### config.mk
export PLATFORM = sky130hd
export DESIGN_NAME = console_text_writer
export DESIGN_NICKNAME = d
export VERILOG_FILES = /design/src/rtl/console_text_writer.sv
export SDC_FILE = /design/constraint.sdc
export NUM_CORES = 1
export LEC_CHECK = 0
export BUFFER_PORTS_ARGS = -buffer_cell sky130_fd_sc_hd__buf_2
export CAP_MARGIN = 0
export CORE_UTILIZATION = 39
export CTS_CLUSTER_DIAMETER = 50
export CTS_CLUSTER_SIZE = 30
export DETAILED_ROUTE_END_ITERATION = 8
export PLACE_DENSITY_LB_ADDON = 0.25
export SYNTH_ARGS = -nofsm -noshare
export SYNTH_HDL_FRONTEND = slang
export SYNTH_SLANG_ARGS = --single-unit
export TNS_END_PERCENT = 100
### constraint.sdc
create_clock -name vgaClock -period 7.3 [get_ports vgaClock]
set_input_delay 1.46 -clock vgaClock [delete_from_list [all_inputs] [get_ports vgaClock]]
set_output_delay 1.46 -clock vgaClock [all_outputs]
set_load 0.02 [all_outputs]
### src/rtl/console_text_writer.sv
// Write-side controller for the text console character RAM: consumes a byte stream,
// tracks the cursor, handles CR/LF/BS and scrolls by advancing rowOffset and clearing a line.
module console_text_writer #(
    parameter int COLS   = 100,
    parameter int ROWS   = 60,
    parameter int ADDR_W = 13
) (
    input  logic              vgaClock,
    input  logic              reset,
    input  logic [7:0]        charIn,
    input  logic              charValid,
    output logic              charReady,
    input  logic              clearReq,
    output logic              busy,
    output logic [ADDR_W-1:0] addrWChar,
    output logic [7:0]        dataWChar,
    output logic              weChar,
    output logic [5:0]        rowOffset
);
    localparam int COL_W = $clog2(COLS);
    localparam int CNT_W = ADDR_W + 1;
    localparam int TOTAL = COLS * ROWS;

    typedef enum logic [1:0] {S_CLEAR_ALL, S_IDLE, S_WRITE, S_CLEAR_LINE} state_t;

    state_t            state_q, state_d;
    logic [COL_W-1:0]  col_q, col_d;
    logic [5:0]        row_q, row_d;
    logic [5:0]        off_q, off_d;
    logic [CNT_W-1:0]  cnt_q, cnt_d;
    logic              scroll_q, scroll_d;
    logic              we_q, we_d;
    logic [ADDR_W-1:0] addr_q, addr_d;
    logic [7:0]        data_q, data_d;

    // Physical row = (row + offset) mod ROWS, both operands already < ROWS.
    logic [6:0]        phys_sum;
    logic [5:0]        phys_row;
    logic [ADDR_W-1:0] row_base;
    logic              at_bottom;
    logic [5:0]        off_inc;

    always_comb begin
        phys_sum  = {1'b0, row_q} + {1'b0, off_q};
        phys_row  = (phys_sum >= 7'(ROWS)) ? 6'(phys_sum - 7'(ROWS)) : phys_sum[5:0];
        row_base  = ADDR_W'(phys_row) * ADDR_W'(COLS);
        at_bottom = (row_q == 6'(ROWS - 1));
        off_inc   = (off_q == 6'(ROWS - 1)) ? 6'd0 : off_q + 6'd1;
    end

    always_comb begin
        state_d  = state_q;
        col_d    = col_q;
        row_d    = row_q;
        off_d    = off_q;
        cnt_d    = cnt_q;
        scroll_d = scroll_q;
        we_d     = 1'b0;
        addr_d   = addr_q;
        data_d   = data_q;
        case (state_q)
            S_CLEAR_ALL: begin
                col_d    = '0;
                row_d    = '0;
                off_d    = '0;
                scroll_d = 1'b0;
                if (cnt_q < CNT_W'(TOTAL)) begin
                    we_d   = 1'b1;
                    addr_d = ADDR_W'(cnt_q);
                    data_d = 8'h20;
                    cnt_d  = cnt_q + 1'b1;
                end else begin
                    state_d = S_IDLE;
                end
            end
            S_IDLE: begin
                if (clearReq) begin
                    state_d = S_CLEAR_ALL;
                    cnt_d   = '0;
                end else if (charValid) begin
                    if (charIn >= 8'h20 && charIn <= 8'h7E) begin
                        we_d    = 1'b1;
                        addr_d  = row_base + ADDR_W'(col_q);
                        data_d  = charIn;
                        state_d = S_WRITE;
                        if (col_q == COL_W'(COLS - 1)) begin
                            col_d = '0;
                            if (at_bottom) begin
                                off_d    = off_inc;
                                scroll_d = 1'b1;
                            end else begin
                                row_d = row_q + 6'd1;
                            end
                        end else begin
                            col_d = col_q + 1'b1;
                        end
                    end else if (charIn == 8'h0A) begin
                        col_d = '0;
                        if (at_bottom) begin
                            off_d   = off_inc;
                            cnt_d   = '0;
                            state_d = S_CLEAR_LINE;
                        end else begin
                            row_d = row_q + 6'd1;
                        end
                    end else if (charIn == 8'h0D) begin
                        col_d = '0;
                    end else if (charIn == 8'h08 && col_q != '0) begin
                        col_d   = col_q - 1'b1;
                        we_d    = 1'b1;
                        addr_d  = row_base + ADDR_W'(col_q - 1'b1);
                        data_d  = 8'h20;
                        state_d = S_WRITE;
                    end
                end
            end
            S_WRITE: begin
                scroll_d = 1'b0;
                cnt_d    = '0;
                state_d  = scroll_q ? S_CLEAR_LINE : S_IDLE;
            end
            S_CLEAR_LINE: begin
                // row_q sits at the bottom here, so row_base is the freshly exposed line.
                if (cnt_q < CNT_W'(COLS)) begin
                    we_d   = 1'b1;
                    addr_d = row_base + ADDR_W'(cnt_q);
                    data_d = 8'h20;
                    cnt_d  = cnt_q + 1'b1;
                end else begin
                    state_d = S_IDLE;
                end
            end
            default: state_d = S_CLEAR_ALL;
        endcase
    end

    always_ff @(posedge vgaClock) begin
        if (reset) begin
            state_q  <= S_CLEAR_ALL;
            col_q    <= '0;
            row_q    <= '0;
            off_q    <= '0;
            cnt_q    <= '0;
            scroll_q <= 1'b0;
            we_q     <= 1'b0;
            addr_q   <= '0;
            data_q   <= 8'h20;
        end else begin
            state_q  <= state_d;
            col_q    <= col_d;
            row_q    <= row_d;
            off_q    <= off_d;
            cnt_q    <= cnt_d;
            scroll_q <= scroll_d;
            we_q     <= we_d;
            addr_q   <= addr_d;
            data_q   <= data_d;
        end
    end

    assign charReady = (state_q == S_IDLE) && !clearReq;
    assign busy      = (state_q != S_IDLE);
    assign weChar    = we_q;
    assign addrWChar = addr_q;
    assign dataWChar = data_q;
    assign rowOffset = off_q;
endmodule

==> results.json <==
{
  "first_global_vias": 3930,
  "p_leak_nw": 2.33,
  "die-area_um2": 12200,
  "finalHoldViolCount": 0,
  "cts.sinks": 58,
  "synth_top_family_by_area": "simple AND/OR/NAND/NOR gates",
  "drive_above_1_share_pct": 11.1,
  "dp_slack_ns": 1.52,
  "synthAdderAreaFrac_pct": 14.7,
  "muxShareOfSynthArea_pct": 2.00,
  "worstPathRequired_ns": 7.49,
  "tns_ns": 0,
  "r2r_start": "rowOffset[0]$_SDFFE_PP0P_",
  "start_util_pct": 40.1,
  "synth.distinct_cells": 59,
  "worst_pin_slew_ns": 0.984,
  "path_class": "register to register",
  "clk_path_buf_depth": 2,
  "grt_max_degree": 40,
  "fin_crit_ns": 5.75,
  "n_fill_cell": 1186,
  "io_buffer_count": 41,
  "max-cap-violations": 0,
  "ys_seq_elements": 58,
  "startpoint_type": "register",
  "ir_drop_v": 0.0000789,
  "grt_pass1_wl_um": 18700,
  "htree_levels": 3,
  "synth_edf_count": 0,
  "antenna_found_initial": 0,
  "ant_nets": 0,
  "post-route-period-util_pct": 78.8,
  "ys_seq_area_share_pct": 25.4,
  "holdCritPathClass": "register to register",
  "synth_compound_area_share_pct": 20.0,
  "worstSkewPairLatency_ns": 0.33,
  "layout_setup_ws_ns": 1.55,
  "place_congestion": 0.886,
  "arrival_ns": 5.95,
  "slew_headroom_pct": 34.1,
  "crit_start": "rowOffset[0]$_SDFFE_PP0P_",
  "wl_per_cell_um": 15.0,
  "rsz0062_at_grt": "no",
  "cts_root_buf": "clkbuf_16",
  "critPathMostFrequentCell": "ha_1",
  "max_freq_ghz": 0.174,
  "synth.avg_cell_area_um2": 7.81,
  "cpMaxStageDelayCell": "dfxtp_1",
  "cts_buffers": 9,
  "slowest_delay_ns": 0.41,
  "vias": 4273,
  "synth_nets": 650,
  "hpwl_um": 8610,
  "netlist_area_um2": 4580,
  "path_clk_slew_ns": 0.05,
  "slew_violations": 0,
  "critPathCaptureType": "register",
  "path_cells": "ha_1, inv_1, fa_1, xnor2_1, ha_1, a22o_1, a31oi_1, xnor2_1, ha_1, ha_1, ha_1, ha_1, a21o_1, a21oi_1, o21bai_1, a21oi_1, xnor2_1, ha_1, nand2_1, a211oi_1, a211oi_1, xnor3_1, nand2_1, a31oi_1",
  "post-route-util_pct": 44.8,
  "synth_async_sr_flop_share_pct": 0,
  "cts_setup_buffers": 0,
  "ys.warnings.count": 0,
  "synth_flop_cell": "dfxtp_1",
  "cts_resized": 0,
  "ctsHoldBuffers": 0,
  "dr.first_iter.drc_count": 220,
  "min_from": "dataWChar[0]$_SDFFE_PP0P_",
  "status": "finished, final reports clean",
  "area_delta_synth_final_pct": 11.9,
  "n_antenna_cell": 0,
  "worstPathMaxFanout": 6,
  "nNetsFinal": 679,
  "syn_inst": 586,
  "ios": 42,
  "synth-simple-area-share_pct": 25.7,
  "vias_per_cell": 5.61,
  "drc": 0,
  "setup_viol_count_final": 0,
  "dieHeight_um": 110,
  "overflow": 0,
  "dr.pass1.iters": 4,
  "synthXorXnorAreaFrac_pct": 7.96,
  "core_area_um2": 11400,
  "rows": 39,
  "wirelength_um": 11400,
  "cts_tree": "done",
  "power_density_nw_per_um2": 167,
  "die_w_um": 110,
  "track_usage_pct": 19.7,
  "skew_ns": 0.00880
}
==> registers in the layout (all words and copies together), names as in the netlist <==
register and flops:
cnt_q 14, scroll_q 1, addrWChar 13, col_q 7, dataWChar 8, row_q 6, rowOffset 6, weChar 1
state_q 2
==> critical path: cells and delay by family, from the launching register on <==
family,cells,cell delay [ns]
adders and majority gates,8,2.38
and+or+nand+nor,2,0.16
AOI/OAI and AO/OA,9,1.36
buffers and inverters,1,0.05
xor gates and xnor gates,4,1.26
DFF,1,0.41
==> layout by cell type, fill, tap and decap left out, types with 4 or more instances in the layout <==
master	Yosys	final
a311oi_1	6	6
clkbuf_16	0	9
o21ai_0	38	38
nand3_1	17	17
a21o_1	8	8
a21oi_1	42	42
mux2i_1	8	8
xnor2_1	19	19
ha_1	49	49
nand3b_1	4	4
dfxtp_1	58	58
nor3_1	12	12
nand2b_1	12	12
xor2_1	20	20
buf_2	6	41
a22oi_1	6	6
nor2_1	70	70
a31oi_1	9	9
nand2_1	62	62
and2_1	4	4
or3_1	8	8
inv_1	20	20
a211oi_1	13	13
nor2b_1	8	8
and3_1	8	8
nand4_1	14	14
==> where the power goes <==
part           switching [mW]  leakage, nW  internal (mW)
clock                   0.141        0.122          0.226
sequential             0.0106        0.470          0.330
combinational          0.0972         1.73         0.0512
==> cell usage after synthesis, drive strengths merged, types with 14 or more instances <==
library cell	instances	share of area, %
nand3	17	1.9
a211oi	15	2.7
o21ai	39	4.3
xnor2	19	3.6
nand4	14	1.9
nand2	63	5.2
nor2	70	5.7
a21oi	42	4.6
clkbuf	16	1.3
dfxtp	58	25
xor2	20	3.8
inv	20	1.6
ha	49	13
==> metrics by stage <==
stage,instance area (um^2),std cells,hold slack (ns),total power [mW]
global route,5120,762,0.490,0.895
finish,5120,762,0.466,0.856
global placement,4870,747,0.456,0.492
floorplan,4580,586,0.478,0.451
CTS,5120,762,0.470,0.863
detailed placement,4870,747,0.460,0.495
==> layout make-up <==
cell class | count | area (um^2) | share of cell area [%]
clock inverters | 3 | 17.5 | 0.342
flip-flops and latches | 58 | 1160 | 22.7
multi-input cells | 482 | 3220 | 63.0
inverters | 20 | 75.1 | 1.47
repair buffers | 44 | 228 | 4.45
clock buffers | 12 | 236 | 4.62
well taps | 143 | 179 | 3.49
==> per-layer routing <==
metal  vias to the layer above  wire, um  global-route usage (%)
li1                       2161         -                       -
met1                      2040      5430                    25.7
met2                        62      5510                    33.5
met3                        10       363                    3.94
met4                         0       121                    4.61
met5                         -         0                       0
==> final timing paths <==
| check | to | slack (ns) | cells past startpoint |
|---|---|---|---|
| min | dataWChar[0]$_SDFFE_PP0P_ | 0.47 | 2 |
| max reg2reg | addrWChar[12]$_SDFFE_PP0P_ | 1.55 | 24 |
| max | addrWChar[12]$_SDFFE_PP0P_ | 1.55 | 24 |
| min reg2reg | dataWChar[0]$_SDFFE_PP0P_ | 0.47 | 2 |
==> cells by family after synthesis <==
logic type      after synthesis
compound gates              145
xor+xnor                     40
fa+ha+maj                    52
buf+inv                      46
flops                        58
mux                           9
simple gates                236
Note: power is estimated with default switching activity, not from simulation.
